==> src/rtl/pc_gen_unit.sv <==
// Program-counter generation stage: holds the fetch PC, picks the next PC by
// redirect priority, rejects misaligned branch/JALR targets and predicts returns.
module pc_gen_unit #(
  parameter int unsigned     XLEN         = 32,
  parameter logic [XLEN-1:0] RESET_VECTOR = '0,
  parameter int unsigned     INC          = 4,
  parameter int unsigned     RAS_DEPTH    = 4
) (
  input  logic            clk,
  input  logic            rst,
  input  logic            stall_i,
  input  logic            flush_i,
  input  logic [XLEN-1:0] flush_target_i,
  input  logic            br_taken_i,
  input  logic            jalr_i,
  input  logic [XLEN-1:0] br_base_i,
  input  logic [XLEN-1:0] br_offset_i,
  input  logic            call_i,
  input  logic [XLEN-1:0] ret_addr_i,
  input  logic            ret_pred_i,
  output logic [XLEN-1:0] PC_o,
  output logic [XLEN-1:0] PC_NXT_o,
  output logic            valid_o,
  output logic            misalign_o,
  output logic            ras_empty_o,
  output logic            ras_full_o
);

  localparam int unsigned PW = $clog2(RAS_DEPTH);
  localparam int unsigned CW = $clog2(RAS_DEPTH + 1);

  logic [XLEN-1:0] pc_q, pc_d;
  logic            valid_q, valid_d;
  logic            misalign_q, misalign_d;
  logic [PW-1:0]   ptr_q, ptr_d;
  logic [CW-1:0]   cnt_q, cnt_d;
  logic [XLEN-1:0] ras_mem_q [RAS_DEPTH];

  logic [XLEN-1:0] tgt_sum, jalr_tgt, ras_top;
  logic [PW-1:0]   top_idx, wr_idx;
  logic            ras_empty, ras_full, ras_upd, push, pop;

  assign tgt_sum   = br_base_i + br_offset_i;
  assign jalr_tgt  = {tgt_sum[XLEN-1:1], 1'b0};
  assign top_idx   = ptr_q - PW'(1);
  assign ras_top   = ras_mem_q[top_idx];
  assign ras_empty = (cnt_q == '0);
  assign ras_full  = (cnt_q == CW'(RAS_DEPTH));
  assign ras_upd   = !stall_i && !flush_i;

  always_comb begin
    pc_d       = pc_q;
    valid_d    = 1'b1;
    misalign_d = 1'b0;
    push       = 1'b0;
    pop        = 1'b0;
    // The edge that raises valid only arms fetch; RESET_VECTOR is fetched first.
    if (valid_q) begin
      if (flush_i) begin
        pc_d = {flush_target_i[XLEN-1:2], 2'b00};
      end else if (jalr_i) begin
        if (jalr_tgt[1]) misalign_d = 1'b1;
        else             pc_d       = jalr_tgt;
      end else if (br_taken_i) begin
        if (tgt_sum[1]) misalign_d = 1'b1;
        else            pc_d       = tgt_sum;
      end else if (ret_pred_i && !ras_empty && !stall_i) begin
        pc_d = ras_top;
      end else if (!stall_i) begin
        pc_d = pc_q + XLEN'(INC);
      end
      push = ras_upd && !misalign_d && call_i;
      pop  = ras_upd && !misalign_d && ret_pred_i && !ras_empty;
    end
  end

  always_comb begin
    ptr_d  = ptr_q;
    cnt_d  = cnt_q;
    wr_idx = ptr_q;
    if (push && pop) begin
      wr_idx = top_idx;
    end else if (push) begin
      // On a full stack the write slot is the oldest entry, which is overwritten.
      ptr_d = ptr_q + PW'(1);
      cnt_d = ras_full ? cnt_q : cnt_q + CW'(1);
    end else if (pop) begin
      ptr_d = top_idx;
      cnt_d = cnt_q - CW'(1);
    end
  end

  always_ff @(posedge clk or posedge rst) begin
    if (rst) begin
      pc_q       <= RESET_VECTOR;
      valid_q    <= 1'b0;
      misalign_q <= 1'b0;
      ptr_q      <= '0;
      cnt_q      <= '0;
    end else begin
      pc_q       <= pc_d;
      valid_q    <= valid_d;
      misalign_q <= misalign_d;
      ptr_q      <= ptr_d;
      cnt_q      <= cnt_d;
    end
  end

  always_ff @(posedge clk) begin
    if (push) ras_mem_q[wr_idx] <= ret_addr_i;
  end

  assign PC_o        = pc_q;
  assign PC_NXT_o    = pc_d;
  assign valid_o     = valid_q;
  assign misalign_o  = misalign_q;
  assign ras_empty_o = ras_empty;
  assign ras_full_o  = ras_full;

endmodule

==> config.mk <==
export PLATFORM = sky130hd
export DESIGN_NAME = pc_gen_unit
export DESIGN_NICKNAME = d
export VERILOG_FILES = /design/src/rtl/pc_gen_unit.sv
export SDC_FILE = /design/constraint.sdc
export NUM_CORES = 1
export LEC_CHECK = 0
export CORE_UTILIZATION = 50
export CTS_BUF_LIST = sky130_fd_sc_hd__clkbuf_16
export DETAILED_ROUTE_END_ITERATION = 7
export DONT_BUFFER_PORTS = 1
export PLACE_DENSITY = 0.63
export SKIP_CTS_REPAIR_TIMING = 1
export SYNTH_ARGS = -nofsm -noshare
export SYNTH_HDL_FRONTEND = slang
export SYNTH_SLANG_ARGS = --single-unit
==> constraint.sdc <==
create_clock -name clk -period 5.9 [get_ports clk]
set_input_delay 1.475 -clock clk [delete_from_list [all_inputs] [get_ports clk]]
set_output_delay 1.475 -clock clk [all_outputs]
set_load 0.005 [all_outputs]
[After elaboration in Yosys (flattened, before gate mapping)]
Memory sizes are Yosys's and may differ from the RTL's.
Cells that the tools add are included.
Storage, ports and cells
  bits in writable memories: 128
  input port bits: 136
  output and inout port bits: 68
  bits in registers: 39
  memories kept: 1
Memory list
  ras_mem_q: words 4, bits a word 32, read ports 1, clocked after Yosys merged registers in 0, wr ports 1, line 37  | logic [XLEN-1:0] ras_mem_q [RAS_DEPTH];
Cells by class
  reduce and logical (&&, ||, !) cells: 16
  $add $sub $neg: 6
  mux-type cells: 24
  equality and inequality tests: 2
  bitwise logic cells: 1
Operators with widths (count)
  $mux W32: 8
  $add A32 B3 Y32 const B: 1
  $add A32 B32 Y32: 1
  $mux W1: 10
  $mux W3: 3
  $logic_and A1 B1 Y1: 8
  $mux W2: 3
  $logic_not A1 Y1: 4
  $add A3 B1 Y3 const B: 1
  $eq A3 B3 Y1 const B: 1
  $logic_not A3 Y1: 1
  $reduce_and A3 Y1: 1
  $sub A3 B1 Y3 const B: 1
  $add A2 B1 Y2 const B: 1
  $ne A2 B2 Y1 const B: 1
  $reduce_and A2 Y1: 1
  $reduce_bool A2 Y1: 1
  $sub A2 B1 Y2 const B: 1
  $not A1 Y1: 1

[Logic depth before layout (Yosys ltp)]
  depth after elaboration: 14
  mapped depth: 13

[Least setup slack after synthesis]
OpenSTA, ideal clock, no wires.
  path type: input-to-reg
  start point: input br_base_i[0]
  end point: memory ras_mem_q[0][0], enable pin
  path slack: 0.653 ns
  required time: 5.479 ns
  data arrival time: 4.826 ns
  setup time: 0.421 ns
  stages: 12
  path through: ha_1 > inv_1 > fa_1 > nand2b_1 > clkbuf_1 > clkbuf_1 > nand3_1 > inv_1 > ha_1 > xnor2_1 > nand2_1 > nor2_1
On the way
  cells in the longest elaborated chain, start to end: 13
  elaborated cells on any way between the ends: 17
Ends and longest elaborated chain
  start, declared: line 16  | input logic [XLEN-1:0] br_base_i,
  $add A32 B32 Y32 (*): line 43  | assign tgt_sum = br_base_i + br_offset_i;
  $mux W1 (*): line 62, 65
  $mux W1: line 64  | end else if (br_taken_i) begin
  $mux W1 (*): line 61  | end else if (jalr_i) begin
  $mux W1 (*): line 59  | if (flush_i) begin
  $mux W1 (*): line 58  | if (valid_q) begin
  $logic_not A1 Y1 (*): line 72, 73
  $logic_and A1 B1 Y1 (*): line 72, 73
  $logic_and A1 B1 Y1 (2 in series): line 73  | pop = ras_upd && !misalign_d && ret_pred_i && !ras_empty;
  $mux W1: line 58
  $logic_and A1 B1 Y1: line 81  | if (push && pop) begin
  $mux W2: line 81
  end, declared: line 37
Every way passes the cells marked *; elsewhere a longest branch is shown, timed or not. The select of a mux whose other input is x is not followed.

[Worst setup path after layout]
  start point: input br_base_i[0]
  end point: output PC_NXT_o[28]
On the way
  cells in the longest elaborated chain, start to end: 6
  elaborated cells on any way between the ends: 7
Ends and longest elaborated chain
  $add A32 B32 Y32 (*): line 43
  $mux W32: line 65  | if (tgt_sum[1]) misalign_d = 1'b1;
  $mux W32: line 64
  $mux W32 (*): line 61
  $mux W32 (*): line 59
  $mux W32 (*): line 58
  end, declared: line 22  | output logic [XLEN-1:0] PC_NXT_o,
Every way passes the cells marked *; elsewhere a longest branch is shown, timed or not.

==> impl_metrics.json <==
{
  "run_status": "finished clean",
  "h-tree-depth": 4,
  "vias_per_cell": 6.659,
  "grt-ovfl-total": 0,
  "cts_tree": "yes",
  "wl_per_cell_um": 24.69,
  "hold_path.startpoint": "cnt_q[2]$_DFFE_PP0P_",
  "numCtsBuffers": 17,
  "fmax_mhz": 174.1,
  "first_pass_iters": 5,
  "pwr-share-seq": 0.421,
  "dieArea_mm2": 0.01964,
  "fp.dieW_um": 140.2,
  "drv_cap": 0,
  "fillers": 1575,
  "clk_latency_ps": 430,
  "tightestPinTransition_ps": 1015,
  "syn_inst": 845,
  "hold_end": "cnt_q[2]$_DFFE_PP0P_",
  "synthFlopType": "edfxtp_1",
  "grtUsageTotal": 0.2788,
  "r2r-end": "ras_mem_q[0][8]$_DFFE_PP_",
  "path_clk_slew_ps": 70,
  "crit_path_start_kind": "input port",
  "fin_tns_setup_ps": 0,
  "max-vdd-ir-drop_v": 0.0002076,
  "drt_wl_total_um": 26810,
  "hold_violations": 0,
  "numPortBuffers": 0,
  "cts_root_buf": "clkbuf_16",
  "rsz0062_at_grt": "no",
  "dp_slack_ps": 124.5,
  "intPower_w": 0.002363,
  "antenna_found_initial": 1,
  "r2r_cells": 10,
  "syn_to_final_growth_pct": 9.348,
  "placed_cells": 1054,
  "layout-drive-gt1-share": 0.1256,
  "required_ps": 4430,
  "p_total_w": 0.003615,
  "ant_nets": 0,
  "maxSlewHeadroom": 0.3236,
  "antenna_cells": 0,
  "synth_seq_cells": 167,
  "ys_top_cells_by_area": "edfxtp_1 40%, dfrtp_1 10%, mux4_2 7.6%",
  "synth_edf_count": 128,
  "synth_top_area_cell": "edfxtp_1",
  "ys_async_sr_fraction": 0.2335,
  "p_leak_nw": 3.778,
  "syn_avg_cell_area_um2": 11.29,
  "arrival_ps": 4270,
  "power.share.clock": 0.302,
  "drt_iter0_markers": 706,
  "power_frac_comb": 0.278,
  "final_nets": 1011,
  "power_switching_w": 0.001252,
  "r2r-start": "valid_o$_DFF_PP0_",
  "cts_max_path_buffers": 2,
  "min_period_ps": 5745,
  "fp-row-count": 50,
  "hold_ws_ps": 535.7,
  "synth-seq-area-share": 0.5050,
  "skew_ps": 10.33,
  "setup_ws_ps": 154.9,
  "first_global_vias": 6953,
  "clock_sinks": 167,
  "final_cell_mix": "128 x edfxtp_1, 78 x nor2_1, 73 x a21oi_1",
  "synth_cell_type_count": 67,
  "path_max_fanout": 4,
  "synth_top_area_frac": 0.4027,
  "grt_pass1_wl_um": 40780,
  "period_share": 0.9737,
  "finalNonFillerCells": 1086,
  "slew_viol_final": 0,
  "dr_total_vias": 7232,
  "finalSetupViolations": 0,
  "rrSetupSlack_ps": 2100,
  "gp_congestion": 0.9368,
  "crit_path_end_kind": "output port",
  "drcViolationCount": 0,
  "hold_path_class": "reg -> reg",
  "min_path_cells": 1,
  "synth_fp_nets": 1017,
  "ios": 204,
  "dp_hpwl_um": 19410,
  "swShare": 0.3464,
  "final_common_cell": "edfxtp_1",
  "fp.dieH_um": 140.2,
  "start_util": 0.5102,
  "grt_max_degree": 40,
  "synthesis.area_mm2": 0.009544,
  "powerDensity_mw_per_mm2": 346.3,
  "yosys_warnings": 0,
  "worstSetupPathType": "in -> out",
  "core_region_area_mm2": 0.01871
}
[flip-flops by register name (all words and copies together), names as in the netlist]
| signal | flops |
|---|---|
| ras_mem_q | 128 |
| PC_o | 32 |
| cnt_q | 3 |
| ptr_q | 2 |
| misalign_o | 1 |
| valid_o | 1 |
[worst max-delay path, stage by stage]
cell       delay (ps)
ha_1              150
inv_1              60
fa_1              390
nor2b_1           120
o21a_1            140
o211ai_1          160
a21o_1            220
a211oi_1          290
o21ai_0           250
o31ai_2           330
a21oi_1           140
xnor2_1           250
a2bb2oi_1         290
[power by group through the flow]
stage               combinational (W)  sequential [W]  clock, W
CTS                          0.000996         0.00152   0.00111
finish                        0.00100         0.00152   0.00109
detailed placement           0.000990         0.00155         0
global route                  0.00109         0.00154   0.00116
global placement             0.000978         0.00154         0
floorplan                    0.000796         0.00144         0
[routing by layer]
metal | up-vias | GRT usage | share of wire
met5 | - | 0 | 0.00037
met4 | 2 | 0.08386 | 0.019
met3 | 39 | 0.07179 | 0.093
met2 | 392 | 0.4408 | 0.47
met1 | 3557 | 0.3789 | 0.41
li1 | 3242 | - | -
[Yosys cell counts, drive strengths merged (10+ instances only)]
| cell type | number |
|---|---|
| edfxtp | 128 |
| xnor2 | 22 |
| o22ai | 14 |
| clkbuf | 41 |
| a211oi | 28 |
| a21o | 23 |
| o21ai | 47 |
| xor2 | 27 |
| mux4 | 32 |
| nand2 | 70 |
| mux2i | 11 |
| nand4 | 10 |
| inv | 16 |
| nor3 | 10 |
| ha | 34 |
| dfrtp | 39 |
| a21oi | 73 |
| nor2 | 82 |
| nand3 | 23 |
[stage by stage]
stage               instance area, um2  utilization
finish                           10440       0.5579
global route                     10440       0.5579
CTS                              10430       0.5577
detailed placement                9851       0.5266
global placement                  9851       0.5266
floorplan                         9544            -
[layout make-up]
class	instances	area (um2)	share of cell area
clock buffers	17	425.4	0.04076
clock inverters	15	155.1	0.01487
inverters	18	67.56	0.006474
multi-input cells	611	4482	0.4294
flip-flops and latches	167	4821	0.4619
well taps	234	292.8	0.02805
repair buffers	24	192.7	0.01846
[how the worst max path moves through the flow]
stage                 start                   endpoint  cells after the start
2_1_floorplan  br_base_i[0]  ras_mem_q[0][0]$_DFFE_PP_                     12
3_5_place_dp   br_base_i[0]               PC_NXT_o[28]                     13
6_report       br_base_i[0]               PC_NXT_o[28]                     13
5_1_grt        br_base_i[0]               PC_NXT_o[28]                     13
3_3_place_gp   br_base_i[0]               PC_NXT_o[28]                     13
4_1_cts        br_base_i[0]               PC_NXT_o[28]                     13
[logic make-up (layout without fill, tap and decap cells)]
group	count (synthesis)	after routing	synth area share
compound gates	248	248	0.1694
xor+xnor	49	49	0.04497
fa+ha+maj	36	36	0.04877
buf+inv	67	74	0.02701
flops	167	167	0.5050
mux	45	45	0.08941
other cells	1	1	0.0003929
simple gates	232	232	0.1151
No activity file was read; power rests on OpenSTA's default activity.
